## src/rtl/text_screen_ctrl_pkg.sv

```systemverilog
// Shared definitions for the text overlay sequencer.
// Latency: n/a (types and constants only).
// Backpressure: n/a.
package text_screen_ctrl_pkg;

  // Screen encodings as seen on screen_state.
  typedef enum logic [1:0] {
    SCREEN_TITLE     = 2'd0,
    SCREEN_PLAYING   = 2'd1,
    SCREEN_GAME_OVER = 2'd2
  } screen_e;

  // Default frame counts, assuming a 60 Hz display.
  localparam int DEF_BLINK_FRAMES     = 30;
  localparam int DEF_TITLE_MIN_FRAMES = 60;
  localparam int DEF_GAME_OVER_FRAMES = 180;

  function automatic int max_int(input int a, input int b);
    return (a > b) ? a : b;
  endfunction

endpackage

```

## src/rtl/edge_detect_rise.sv

```systemverilog
// Rising-edge detector: registers one level and flags its 0->1 transition.
// Latency: rise is combinational from level, valid in the cycle level first goes high.
// Backpressure: none; a level held high gives exactly one pulse.
//
// Ports:
//   clk   - clock
//   rst   - asynchronous active-high clear of the history register
//   level - clk-synchronous input level
//   rise  - one-cycle pulse, level & ~previous level
module edge_detect_rise (
  input  logic clk,
  input  logic rst,
  input  logic level,
  output logic rise
);

  logic level_q;

  always_ff @(posedge clk or posedge rst) begin
    if (rst) level_q <= 1'b0;
    else     level_q <= level;
  end

  assign rise = level & ~level_q;

endmodule

```

## src/rtl/text_screen_ctrl.sv

```systemverilog
// Screen sequencer (TITLE / PLAYING / GAME_OVER) driving the text overlay enables.
// Latency: state changes one clock after the qualifying input; outputs decode registered state only.
// Backpressure: none; game_over is a one-cycle pulse, start is edge detected.
//
// Ports:
//   clk, rst       - pixel clock, asynchronous active-high reset
//   vsync          - VGA vsync level; its rising edge is the frame tick
//   start_btn      - debounced start button level
//   game_over      - one-cycle "player lost" pulse from game logic
//   title_en, press_start_en, game_over_en, score_en - overlay enables
//   game_start     - one-cycle pulse on entry to PLAYING
//   screen_state   - current screen encoding
module text_screen_ctrl
  import text_screen_ctrl_pkg::*;
#(
  parameter int BLINK_FRAMES     = DEF_BLINK_FRAMES,
  parameter int TITLE_MIN_FRAMES = DEF_TITLE_MIN_FRAMES,
  parameter int GAME_OVER_FRAMES = DEF_GAME_OVER_FRAMES
) (
  input  logic       clk,
  input  logic       rst,
  input  logic       vsync,
  input  logic       start_btn,
  input  logic       game_over,
  output logic       title_en,
  output logic       press_start_en,
  output logic       game_over_en,
  output logic       score_en,
  output logic       game_start,
  output logic [1:0] screen_state
);

  localparam int FW = $clog2(max_int(TITLE_MIN_FRAMES, GAME_OVER_FRAMES) + 1);
  localparam int BW = $clog2(BLINK_FRAMES + 1);

  localparam logic [FW-1:0] TITLE_MIN_C  = FW'(TITLE_MIN_FRAMES);
  localparam logic [FW-1:0] GO_LAST_C    = FW'(GAME_OVER_FRAMES - 1);
  localparam logic [BW-1:0] BLINK_LAST_C = BW'(BLINK_FRAMES - 1);

  screen_e       state, state_nxt;
  logic [FW-1:0] frame_cnt;
  logic [BW-1:0] blink_cnt;
  logic          blink_phase;
  logic          game_start_nxt;
  logic          frame_tick;
  logic          start_rise;

  edge_detect_rise u_vsync_edge (
    .clk   (clk),
    .rst   (rst),
    .level (vsync),
    .rise  (frame_tick)
  );

  edge_detect_rise u_start_edge (
    .clk   (clk),
    .rst   (rst),
    .level (start_btn),
    .rise  (start_rise)
  );

  always_ff @(posedge clk or posedge rst) begin
    if (rst) begin
      state       <= SCREEN_TITLE;
      frame_cnt   <= '0;
      blink_cnt   <= '0;
      blink_phase <= 1'b1;
      game_start  <= 1'b0;
    end else begin
      state      <= state_nxt;
      game_start <= game_start_nxt;

      // frame_cnt measures time spent in the current screen only.
      if (state_nxt != state)
        frame_cnt <= '0;
      else if (frame_tick && (frame_cnt != '1))
        frame_cnt <= frame_cnt + FW'(1);

      // Every entry to TITLE (including illegal-state recovery) starts visible.
      if ((state_nxt == SCREEN_TITLE) && (state != SCREEN_TITLE)) begin
        blink_cnt   <= '0;
        blink_phase <= 1'b1;
      end else if ((state == SCREEN_TITLE) && frame_tick) begin
        if (blink_cnt == BLINK_LAST_C) begin
          blink_cnt   <= '0;
          blink_phase <= ~blink_phase;
        end else begin
          blink_cnt <= blink_cnt + BW'(1);
        end
      end
    end
  end

  always_comb begin
    state_nxt      = state;
    game_start_nxt = 1'b0;
    title_en       = 1'b0;
    press_start_en = 1'b0;
    game_over_en   = 1'b0;
    score_en       = 1'b0;
    case (state)
      SCREEN_TITLE: begin
        title_en       = 1'b1;
        press_start_en = blink_phase;
        // Pre-increment frame_cnt is used even if a tick lands on this cycle.
        if (start_rise && (frame_cnt >= TITLE_MIN_C)) begin
          state_nxt      = SCREEN_PLAYING;
          game_start_nxt = 1'b1;
        end
      end
      SCREEN_PLAYING: begin
        score_en = 1'b1;
        if (game_over) state_nxt = SCREEN_GAME_OVER;
      end
      SCREEN_GAME_OVER: begin
        game_over_en = 1'b1;
        score_en     = 1'b1;
        // Leave on the tick that would bring the count to GAME_OVER_FRAMES.
        if (frame_tick && (frame_cnt == GO_LAST_C)) state_nxt = SCREEN_TITLE;
      end
      default: state_nxt = SCREEN_TITLE;
    endcase
  end

  assign screen_state = state;

endmodule
```

## config.mk

```make
export PLATFORM = sky130hd
export DESIGN_NAME = text_screen_ctrl
export DESIGN_NICKNAME = d
export VERILOG_FILES = /design/src/rtl/text_screen_ctrl_pkg.sv /design/src/rtl/edge_detect_rise.sv /design/src/rtl/text_screen_ctrl.sv
export SDC_FILE = /design/constraint.sdc
export NUM_CORES = 1
export LEC_CHECK = 0
export BUFFER_PORTS_ARGS = -buffer_cell sky130_fd_sc_hd__buf_2
export CAP_MARGIN = 20
export CORE_UTILIZATION = 57
export DETAILED_ROUTE_END_ITERATION = 10
export PLACE_DENSITY = 0.81
export SYNTH_ARGS = -nofsm -noshare
export SYNTH_HDL_FRONTEND = slang
export SYNTH_SLANG_ARGS = --single-unit
```

## constraint.sdc

```tcl
create_clock -name clk -period 2.1 [get_ports clk]
set_clock_uncertainty 0.1 [all_clocks]
set_input_delay 0.42 -clock clk [delete_from_list [all_inputs] [get_ports clk]]
set_output_delay 0.42 -clock clk [all_outputs]
set_load 0.03 [all_outputs]
```

# Word-level counts from Yosys, hierarchy flattened

Cells that the tools add are included.

Register bits: 19
Bits in latches: 0
Memory bits (writable): 0
Memory bits (read-only): 0
Bits of input ports: 5
Output and inout port bits: 7
Logic and storage cells: 52
Memories: 0

Add/subtract/negate cells: 2
$mul: 0
Divide/modulo/power cells: 0
Magnitude comparators: 1
Eq/ne operators: 6
Shift operators: 0
Muxes and demuxes: 18
Bitwise logic cells: 5
Reduce and logical (&&, ||, !) cells: 13

Operators with widths:

| operator                                                                            | number |
|---|---|
| 8-bit 2-to-1 mux                                                                    | 2 |
| 5-bit 2-to-1 mux                                                                    | 3 |
| 1-bit 2-to-1 mux                                                                    | 9 |
| 8-bit by 1-bit adder with 8-bit output, second input constant                       | 1 |
| 8-bit == test, second input constant                                                | 1 |
| 8-bit by 6-bit greater-or-equal comparator with 1-bit output, second input constant | 1 |
| 8-bit != test, second input constant                                                | 1 |
| 2-bit nonzero test                                                                  | 4 |
| 2-bit 2-to-1 mux                                                                    | 3 |
| 2-bit one-hot mux with 3 select lines                                               | 1 |
| 5-bit by 1-bit adder with 5-bit output, second input constant                       | 1 |
| 5-bit == test, second input constant                                                | 1 |
| 1-bit logical AND                                                                   | 5 |
| 2-bit logical NOT                                                                   | 2 |
| 1-bit NOT                                                                           | 3 |
| 1-bit bitwise AND                                                                   | 2 |
| 2-bit by 1-bit == test with 1-bit output, second input constant                     | 1 |
| 2-bit == test, second input constant                                                | 1 |
| 2-bit != test                                                                       | 1 |
| 2-bit AND reduction                                                                 | 1 |
| 2-bit OR reduction                                                                  | 1 |

# Logic depth before layout (Yosys ltp)

Gate-level depths: netlist of run 1.

Depth after elaboration: 9
Gate-level depth with buffers: 7

# Hierarchy

From an unflattened synthesis of run 1, not the netlist that was laid out.

Cell total of the unflattened synthesis: 119
Area, all modules: 1174.9 um^2

By module, submodules not included:

| module           | instances | cells an instance | area each (um^2) | seq. area each (um^2) |
|---|---|---|---|---|
| text_screen_ctrl | 1         | 113               | 1089.8           | 426.7 |
| edge_detect_rise | 2         | 3                 | 42.5             | 25.0 |

# Worst setup path before layout of run 1

No wires, ideal clock.

Path type: register to register
Start point: register state[0], in the netlist screen_state[0]
End point: register frame_cnt[5]
Setup time: 0.104 ns
Data arrival time: 2.027 ns
Path slack: -0.131 ns
Cell stages (with the launch flop): 6
Buffers on the path: 0
Clock period less this slack: 2.231 ns
Cells stage by stage: dfrtp_1 > inv_1 > ha_1 > o311ai_0 > a311o_1 > a221oi_1

Word-level cells in the longest chain between the ends: 4
Elaborated cells on any way between the ends: 10

RTL lines:

| what                                                          | RTL line                | RTL |
|---|---|---|
| from (decl)                                                   | text_screen_ctrl.sv:40  | `screen_e state, state_nxt;` |
| from (signal assigned)                                        | text_screen_ctrl.sv:70  | `state <= state_nxt;` |
| 2-bit == test (tied with other cells)                         | text_screen_ctrl.sv:101 | `case (state)` |
| 2-bit one-hot mux with 3 select lines                         | text_screen_ctrl.sv:101 |  |
| 2-bit != test *                                               | text_screen_ctrl.sv:74  | `if (state_nxt != state)` |
| 8-bit 2-to-1 mux / 2-bit nonzero test (equally long branches) | -                       |  |
| to (signal assigned)                                          | text_screen_ctrl.sv:77  | `frame_cnt <= frame_cnt + FW'(1);` |
| to (decl)                                                     | text_screen_ctrl.sv:41  | `logic [FW-1:0] frame_cnt;` |

Mark *: on every way between the ends. The rest lies on a longest branch, timed or not.
A chain may end at the register's enable or synchronous reset.

# Worst setup path after layout of run 1

Start point: register frame_cnt[0]
End point: register blink_phase

Word-level cells in the longest chain between the ends: 8
Elaborated cells on any way between the ends: 13

RTL lines:

| what                                                                                                 | RTL line                                         | RTL |
|---|---|---|
| 8-bit by 6-bit greater-or-equal comparator with 1-bit output / 8-bit == test (equally long branches) | text_screen_ctrl.sv:106, text_screen_ctrl.sv:119 |  |
| 1-bit logical AND, on equally long branches                                                          | text_screen_ctrl.sv:106, text_screen_ctrl.sv:119 |  |
| 2-bit 2-to-1 mux, on equally long branches                                                           | text_screen_ctrl.sv:106, text_screen_ctrl.sv:119 |  |
| 2-bit one-hot mux with 3 select lines *                                                              | text_screen_ctrl.sv:101                          |  |
| 2-bit logical NOT *                                                                                  | text_screen_ctrl.sv:80                           | `if ((state_nxt == SCREEN_TITLE) && (state != SCREEN_TITLE)) begin` |
| 1-bit logical AND *                                                                                  | text_screen_ctrl.sv:80                           |  |
| 2-bit nonzero test (no source line)                                                                  | -                                                |  |
| 2-bit AND reduction (no source line)                                                                 | -                                                |  |
| to (signal assigned)                                                                                 | text_screen_ctrl.sv:86                           | `blink_phase <= ~blink_phase;` |
| to (decl)                                                                                            | text_screen_ctrl.sv:43                           | `logic blink_phase;` |

Marked as above.

==> impl_metrics.py, run 1 <==
metrics = {
    "floorplanning": {
        "num_rows": 16,
        "dieWidth_um": 48.6,
        "start_util": 0.618,
        "core_area_sq_mm": 0.00200,
        "die_h_um": 48.6,
        "io_pins": 12,
        "die_area_sq_mm": 0.00236,
    },
    "power": {
        "total_switching_power_uw": 657,
        "intPower_uw": 808,
        "switching_share": 0.448,
        "comb_power_share": 0.492,
        "vdd_ir_drop_max_v": 0.000767,
        "clkPwrFrac": 0.129,
        "power_mw": 1.46,
        "powerDensity_mw_per_mm2": 1030,
        "leakage_nw": 0.587,
        "sequentialPowerShare": 0.379,
    },
    "cts": {
        "cts_setup_buffers": 0,
        "cts.sinks": 19,
        "htree_num_levels": 1,
        "clockBufferDepth": 2,
        "clk_pin_slew_worst_paths_ps": 100,
        "numCtsBuffers": 3,
        "cts_root_buf": "clkbuf_4",
        "clk_latency_ps": 300,
        "cts_tree": "yes",
    },
    "layout": {
        "area_delta_synth_final_pct": 14.8,
        "nFillCells": 146,
        "regArea_sq_um": 478,
        "drive_gt1_frac": 0.257,
        "multi_input_comb_area_sq_um": 739,
        "antenna_cells": 0,
        "nNetsFinal": 162,
        "final_core_util": 0.709,
        "fin_area_sq_mm": 0.00142,
        "final_common_cell": "dfrtp_1",
        "final_cell_mix": "dfrtp_1, buf_2, nand2_1, inv_1, buf_4",
    },
    "global_routing": {
        "grtUsageMet3": 0.0314,
        "grt_pass1_wl_um": 4820,
        "overflow": 0,
        "grt_util_met2": 0.444,
        "grtUsageTotal": 0.264,
        "grt_max_degree": 20,
        "grt_pass1_vias": 1057,
        "use_met1": 0.350,
        "grt.busiest_layer": "met2",
        "antenna_found_initial": 0,
    },
    "critical_path": {
        "critPathCaptureType": "flop",
        "required_ps": 2250,
        "slowest_delay_ps": 440,
        "crit_path_top_delay_cell": "or3_1",
        "r2r-start": "frame_cnt[0]",
        "r2r_cells": 5,
        "reg2reg_to": "blink_phase",
        "rrSetupSlack_ps": 90,
        "critPathArrivalTime_ps": 2150,
        "worstSetupPathType": "reg -> reg",
        "cp_cell_sequence": "ha_1 -> and3b_2 -> a41o_1 -> or3_1 -> a31o_2",
        "crit_fanout": 6,
        "cp-start-kind": "flop",
    },
    "synthesis": {
        "synthCells": 129,
        "ys_seq_area_frac": 0.386,
        "ys_types": 46,
        "yosysWarnings": 0,
        "syn-mean-instance-area_sq_um": 9.58,
        "synth_fp_nets": 142,
        "synth_ff_type": "dfrtp_1",
        "synth_edf_count": 0,
        "async_flop_share": 1.00,
        "ys_seq_elements": 19,
        "mappedNetlistArea_sq_mm": 0.00124,
    },
    "placed_design": {
        "placed_cell_area_sq_mm": 0.00138,
        "dp_slack_ps": -20.5,
        "portBuffers": 11,
        "place_hpwl_um": 2030,
        "place.gp.congestion": 0.797,
    },
    "outcome": {
        "status": "finished, final reports clean",
    },
    "sta": {
        "worst_slew_pin_slew_ps": 706,
        "slew_headroom": 0.529,
        "rsz0062_at_grt": "false",
        "finalHoldViolCount": 0,
        "fmax_ghz": 0.498,
        "timing.final.crit_share": 0.955,
        "layout_min_cycle_time_ps": 2010,
        "slew_violations": 0,
        "finalSetupViolCount": 0,
        "fin_ws_ps": 93.8,
    },
    "routing": {
        "ant_nets": 0,
        "via_count": 1089,
        "drtPass1Iterations": 4,
        "wl_per_cell_um": 15.5,
        "drt-initial-drc-count": 37,
        "vias_per_cell": 6.22,
        "drc": 0,
        "routed_wl_um": 2710,
    },
    "job": {
        "maxCapViolCount": 0,
    },
    "hold_path": {
        "hold_class": "in -> async",
    },
}
==> metal layers <==
layer | up-vias | part of all wire | wire length (um)
met1 | 512 | 0.45 | 1230
met2 | 47 | 0.48 | 1310
met4 | 0 | 0.011 | 30
li1 | 527 | - | -
met3 | 3 | 0.053 | 143
met5 | - | 0 | 0
==> stage by stage <==
step | setup TNS [ps] | hold WS (ps) | cells
6_report | 0 | 108 | 175
4_1_cts | 0 | 129 | 175
3_5_place_dp | -66.6 | 455 | 171
2_1_floorplan | 0 | 270 | 129
3_3_place_gp | 0 | 445 | 171
5_1_grt | 0 | 125 | 175
==> registers in the layout, indices dropped and copies added, names as in the netlist <==
register and cells:
frame_cnt 8, blink_cnt 5, screen_state 2, blink_phase 1, game_start 1, u_start_edge.level_q 1, u_vsync_edge.level_q 1
==> power groups by stage <==
stage | clock network [mW] | registers [mW] | logic (mW)
finish | 0.189 | 0.555 | 0.721
global route | 0.206 | 0.573 | 0.796
CTS | 0.186 | 0.554 | 0.709
detailed placement | 0 | 0.562 | 0.703
global placement | 0 | 0.550 | 0.677
floorplan | 0 | 0.565 | 0.506
==> area by class of cell <==
type	count	share of cell area
repair buffers	18	0.0758
multi-input cells	98	0.521
well taps	27	0.0238
flip-flops and latches	19	0.337
clock buffers	4	0.0185
inverters	9	0.0238
==> critical path, delay by kind of cell (launching register included) <==
kind	cells	cell delay, ps
adder cells (fa/ha/maj)	1	240
AO/OA/AOI/OAI	2	520
AND/OR/NAND/NOR	2	650
flip-flops	1	430
==> worst max path at each step <==
stage	start	endpoint	slack (ps)	depth (start not counted)
floorplan	screen_state[0]	frame_cnt[5]	40	5
global placement	screen_state[0]	frame_cnt[5]	80	5
detailed placement	screen_state[0]	frame_cnt[3]	-20	5
CTS	screen_state[1]	frame_cnt[3]	40	6
global route	frame_cnt[0]	blink_phase	10	5
finish	frame_cnt[0]	blink_phase	90	5
==> cells in the mapped netlist (2+ instances only) <==
cell type | instances | area (sq um)
nand2b_1 | 2 | 12.5
ha_1 | 8 | 100
nand2_1 | 8 | 30.0
inv_1 | 9 | 33.8
nor3_1 | 3 | 15.0
nor3b_1 | 2 | 15.0
dfrtp_1 | 18 | 450
a211oi_1 | 6 | 45.0
nand4_1 | 2 | 12.5
nand3_1 | 4 | 20.0
xnor2_1 | 3 | 26.3
o21ai_0 | 6 | 30.0
mux2i_1 | 2 | 20.0
a41o_1 | 2 | 20.0
nor2b_1 | 2 | 12.5
nor2_1 | 5 | 18.8
nand3b_1 | 2 | 15.0
a21oi_1 | 6 | 30.0
and3b_2 | 2 | 20.0
or3_1 | 2 | 12.5
a31o_2 | 2 | 17.5
a311o_1 | 2 | 20.0
and4_1 | 2 | 17.5
a31oi_1 | 6 | 37.5
a221oi_1 | 2 | 17.5
==> cells by family (layout without fill, tap and decap cells) <==
logic type / count (synthesis) / count (layout) / synth area share
flip-flops: 19 / 19 / 0.386
AND/OR/NAND/NOR: 44 / 44 / 0.210
AO/OA/AOI/OAI: 40 / 40 / 0.235
multiplexers: 2 / 2 / 0.0162
adder cells (fa/ha/maj): 8 / 8 / 0.0810
buffers and inverters: 12 / 31 / 0.0445
XOR/XNOR: 4 / 4 / 0.0283
==> timing repair <==
action,CTS,global route
hold buffers,0,0
endpoints found under the hold margin,0,0
endpoints found under the setup margin,2,8
pin swaps,0,1
gates resized for setup,1,3
(Power assumes the default switching activity.)
==> run 2: changes to the inputs <==
--- a/config.mk
+++ b/config.mk
@@ -9,6 +9,7 @@
 export CAP_MARGIN = 20
 export CORE_UTILIZATION = 57
 export DETAILED_ROUTE_END_ITERATION = 10
+export MAX_ROUTING_LAYER = met4
 export PLACE_DENSITY = 0.81
 export SYNTH_ARGS = -nofsm -noshare
 export SYNTH_HDL_FRONTEND = slang
==> run 2 against run 1 <==
Register-to-register slack hardly changed. Via count is 1.4% lower. Maximum frequency hardly changed. Final area stayed put. Largest cell class unchanged. Largest power group unchanged.
==> impl_metrics.py, run 2 (synthesized netlist as in run 1, its figures left out) <==
metrics = {
    "outcome": {
        "status": "finished, final reports clean",
    },
    "global_routing": {
        "overflow": 0,
        "antenna_found_initial": 0,
        "grt_pass1_wl_um": 4820,
        "grt_max_degree": 20,
        "grtUsageTotal": 0.272,
        "grt_pass1_vias": 1054,
    },
    "sta": {
        "layout_min_cycle_time_ps": 2010,
        "finalHoldViolCount": 0,
        "finalSetupViolCount": 0,
        "slew_violations": 0,
        "fmax_ghz": 0.499,
        "rsz0062_at_grt": "false",
        "hold_slack_ps": 110,
        "timing.final.crit_share": 0.955,
        "worst_slew_pin_slew_ps": 705,
        "final.setup.tns_ps": 0,
        "slew_headroom": 0.530,
        "fin_ws_ps": 94.0,
    },
    "floorplanning": {
        "dieWidth_um": 48.6,
        "die_area_sq_mm": 0.00236,
        "io_pins": 12,
        "start_util": 0.618,
        "die_h_um": 48.6,
        "core_area_sq_mm": 0.00200,
        "num_rows": 16,
    },
    "routing": {
        "drtPass1Iterations": 4,
        "via_count": 1074,
        "drt-initial-drc-count": 37,
        "vias_per_cell": 6.14,
        "drc": 0,
        "wl_per_cell_um": 15.6,
        "routed_wl_um": 2730,
        "ant_nets": 0,
    },
    "placed_design": {
        "place_hpwl_um": 2030,
        "place.gp.congestion": 0.808,
        "placed_cells": 171,
        "dp_slack_ps": -20.5,
        "portBuffers": 11,
        "placed_cell_area_sq_mm": 0.00138,
    },
    "job": {
        "maxCapViolCount": 0,
    },
    "critical_path": {
        "critPathArrivalTime_ps": 2150,
        "slowest_delay_ps": 440,
        "cp-start-kind": "flop",
        "worstSetupPathType": "reg -> reg",
        "cpLargestDelayFamily": "simple AND/OR/NAND/NOR gates",
        "critPathCaptureType": "flop",
        "rrSetupSlack_ps": 90,
        "crit_buf_inv": 0,
        "cp_cell_sequence": "ha_1 -> and3b_2 -> a41o_1 -> or3_1 -> a31o_2",
        "crit_path_top_delay_cell": "or3_1",
        "required_ps": 2250,
        "crit_fanout": 6,
    },
    "cts": {
        "cts_tree": "yes",
        "cts_hold_buf": 0,
        "cts_setup_buffers": 0,
        "clockBufferDepth": 2,
        "clk_pin_slew_worst_paths_ps": 100,
        "cts.sinks": 19,
        "cts_root_buf": "clkbuf_4",
        "numCtsBuffers": 3,
        "clk_latency_ps": 300,
        "htree_num_levels": 1,
    },
    "layout": {
        "drive_gt1_frac": 0.257,
        "final_cell_mix": "dfrtp_1, buf_2, nand2_1, inv_1, buf_4",
        "final_common_cell": "dfrtp_1",
        "nFillCells": 146,
        "fin_area_sq_mm": 0.00142,
        "antenna_cells": 0,
        "largest_register_ff_count": 8,
        "layout.cells.non_filler": 175,
        "area_delta_synth_final_pct": 14.8,
        "nNetsFinal": 162,
        "regMostFlops": "frame_cnt",
    },
    "hold_path": {
        "hold_class": "in -> async",
    },
    "power": {
        "powerDensity_mw_per_mm2": 1030,
        "vdd_ir_drop_max_v": 0.000768,
        "leakage_nw": 0.587,
    },
}
## run 2: cell counts in the layout (fill, tap and decap cells not counted)
Identical to the previous run, type by type.
## run 2: layer usage
| metal | share of wire | GRT usage |
|---|---|---|
| met1 | 0.46 | 0.350 |
| met2 | 0.49 | 0.444 |
| met3 | 0.040 | 0.0314 |
| met4 | 0.014 | 0.0980 |
| met5 | 0 | - |
## run 2: path summary, 6_finish.rpt
| path | cells after the start | end | startpoint |
|---|---|---|---|
| min reg2reg | 2 | blink_cnt[4] | blink_cnt[4] |
| max | 5 | blink_phase | frame_cnt[0] |
| max in group asynchronous | 2 | screen_state[1] | rst |
| min | 2 | blink_cnt[1] | rst |
| min in group clk | 1 | u_start_edge.level_q | start_btn |
| max reg2reg | 5 | blink_phase | frame_cnt[0] |
## run 2: power breakdown
group	switching, mW	internal (mW)
registers	0.106	0.449
clock network	0.113	0.0743
logic	0.436	0.285
total	0.656	0.809
## run 2: stage by stage
stage	utilization	power, mW
2_1_floorplan	-	1.07
3_3_place_gp	0.691	1.23
3_5_place_dp	0.691	1.26
4_1_cts	0.704	1.45
5_1_grt	0.709	1.58
6_report	0.709	1.46
## run 2: area by class of cell
type	count	area, sq um	area share
Clock buffer	4	26.3	0.0185
Inverter	9	33.8	0.0238
Multi-Input combinational cell	98	739	0.521
Sequential cell	19	478	0.337
Tap cell	27	33.8	0.0238
Timing Repair Buffer	18	108	0.0758
## run 2: repair_timing
item | in CTS | in global routing
resized for setup | 1 | 3
setup endpoints to repair | 2 | 8
pin swaps | 0 | 1
==> run 3: changes to the inputs <==
--- a/config.mk
+++ b/config.mk
@@ -7,10 +7,13 @@
 export LEC_CHECK = 0
 export BUFFER_PORTS_ARGS = -buffer_cell sky130_fd_sc_hd__buf_2
 export CAP_MARGIN = 20
-export CORE_UTILIZATION = 57
+export CELL_PAD_IN_SITES_DETAIL_PLACEMENT = 1
+export CELL_PAD_IN_SITES_GLOBAL_PLACEMENT = 1
+export CORE_UTILIZATION = 45
 export DETAILED_ROUTE_END_ITERATION = 10
+export GPL_TIMING_DRIVEN = 0
 export MAX_ROUTING_LAYER = met4
-export PLACE_DENSITY = 0.81
+export PLACE_DENSITY = 0.82
 export SYNTH_ARGS = -nofsm -noshare
 export SYNTH_HDL_FRONTEND = slang
 export SYNTH_SLANG_ARGS = --single-unit
==> run 3 against run 2 <==
Non-clock buffer count did not move. First-iteration DRC count fell by 73%. Hold slack improved by 22 ps. Combinational power rose by 3%. Final area rose by 1.3%. Global-route usage fell by 4.8 points. Via count fell by 2.4%. Clock-buffer cell count did not move. Setup slack got worse by 20 ps. Die area rose by 25%. Sequential power barely moved.
==> impl_metrics.py, run 3 (synthesized netlist as in run 1, its figures left out) <==
metrics = {
    "outcome": {
        "status": "finished, final reports clean",
    },
    "cts": {
        "clk_pin_slew_worst_paths_ps": 110,
        "htree_num_levels": 1,
        "clockBufferDepth": 2,
        "numCtsBuffers": 3,
        "cts_tree": "yes",
        "cts_root_buf": "clkbuf_4",
        "clk_latency_ps": 300,
        "cts.sinks": 19,
        "cts_hold_buf": 0,
    },
    "floorplanning": {
        "io_pins": 12,
        "die_h_um": 54.4,
        "die_area_sq_mm": 0.00296,
        "core_area_sq_mm": 0.00254,
        "start_util": 0.486,
        "dieWidth_um": 54.4,
        "num_rows": 18,
    },
    "layout": {
        "area_delta_synth_final_pct": 16.3,
        "regMostFlops": "frame_cnt",
        "antenna_cells": 0,
        "drive_gt1_frac": 0.297,
        "layout.cells.non_filler": 178,
        "final_common_cell": "dfrtp_1",
        "nNetsFinal": 162,
        "fin_area_sq_mm": 0.00144,
        "largest_register_ff_count": 8,
        "final_cell_mix": "dfrtp_1, buf_2, nand2_1",
    },
    "critical_path": {
        "cpLargestDelayFamily": "simple AND/OR/NAND/NOR gates",
        "critPathLaunch": "frame_cnt[5]",
        "critPathArrivalTime_ps": 2150,
        "critPathCaptureType": "flop",
        "reg2reg_to": "frame_cnt[7]",
        "required_ps": 2220,
        "cp-start-kind": "flop",
        "cp_cell_sequence": "and4_1 -> a41o_1 -> buf_6 -> or4_1 -> a221oi_2",
        "r2r_cells": 5,
        "rrSetupSlack_ps": 70,
        "crit_path_top_delay_cell": "or4_1",
        "crit_buf_inv": 1,
        "r2r-start": "frame_cnt[5]",
        "crit_fanout": 8,
        "slowest_delay_ps": 520,
        "worstSetupPathType": "reg -> reg",
    },
    "routing": {
        "ant_nets": 0,
        "drt-initial-drc-count": 10,
        "vias_per_cell": 5.89,
        "routed_wl_um": 2910,
        "via_count": 1048,
        "drtPass1Iterations": 4,
        "wl_per_cell_um": 16.4,
        "drc": 0,
    },
    "power": {
        "powerDensity_mw_per_mm2": 1040,
        "vdd_ir_drop_max_v": 0.000783,
        "leakage_nw": 0.584,
    },
    "placed_design": {
        "place.gp.congestion": 0.811,
        "portBuffers": 11,
        "placed_cell_area_sq_mm": 0.00136,
        "dp_slack_ps": -118,
        "place_hpwl_um": 2090,
        "placed_cells": 170,
    },
    "job": {
        "maxCapViolCount": 0,
    },
    "sta": {
        "hold_slack_ps": 131,
        "rsz0062_at_grt": "false",
        "layout_min_cycle_time_ps": 2030,
        "slew_headroom": 0.495,
        "finalSetupViolCount": 0,
        "fin_ws_ps": 74.5,
        "slew_violations": 0,
        "finalHoldViolCount": 0,
        "timing.final.crit_share": 0.965,
        "worst_slew_pin_slew_ps": 757,
        "fmax_ghz": 0.494,
    },
    "global_routing": {
        "grt_max_degree": 20,
        "grt_pass1_vias": 987,
        "antenna_found_initial": 0,
        "grt_pass1_wl_um": 4580,
        "grtUsageTotal": 0.223,
        "overflow": 0,
    },
    "hold_path": {
        "hold_class": "in -> async",
    },
}
==> run 3: repair_timing <==
| action | CTS | global route |
|---|---|---|
| resized for setup | 4 | 6 |
| pin swaps | 2 | 1 |
| setup buffers | 1 | 3 |
| endpoints found under the setup margin | 8 | 14 |
| cloned | 0 | 0 |
==> run 3: layer usage <==
metal / global-route usage / up-vias / routed length, um
met1: 0.302 / 502 / 1500
met3: 0.0250 / 4 / 45
met5: - / - / 0
met2: 0.352 / 10 / 1340
met4: 0.0641 / 0 / 25
li1: - / 532 / -
==> run 3: how the worst max path moves through the flow <==
| stage | depth (start not counted) | endpoint |
|---|---|---|
| 2_1_floorplan | 5 | frame_cnt[5] |
| 3_3_place_gp | 6 | frame_cnt[3] |
| 3_5_place_dp | 6 | frame_cnt[0] |
| 4_1_cts | 6 | frame_cnt[5] |
| 6_report | 5 | frame_cnt[7] |
| 5_1_grt | 5 | frame_cnt[7] |
==> run 3: worst register-to-register path, stage by stage (launching register included) <==
cell,delay [ps]
dfrtp_1,460
and4_1,250
a41o_1,250
buf_6,140
or4_1,520
a221oi_2,240
==> run 3: layout make-up <==
type	instances	area, sq um
plain buffers	3	21.3
repair buffers	15	85.1
fillers	299	1110
multi-input cells	98	754
clock buffers	4	26.3
inverters	9	33.8
flip-flops and latches	19	479
well taps	30	37.5
==> run 3: power breakdown <==
part / total, mW / switching [mW] / internal [mW]
combinational: 0.740 / 0.445 / 0.295
clock: 0.193 / 0.119 / 0.0740
sequential: 0.555 / 0.105 / 0.450
==> run 3: stage by stage <==
stage	utilization	TNS [ps]	power (mW)
2_1_floorplan	-	0	1.07
3_3_place_gp	0.532	-199	1.19
3_5_place_dp	0.532	-645	1.23
4_1_cts	0.549	0	1.44
5_1_grt	0.565	0	1.59
6_report	0.565	0	1.49
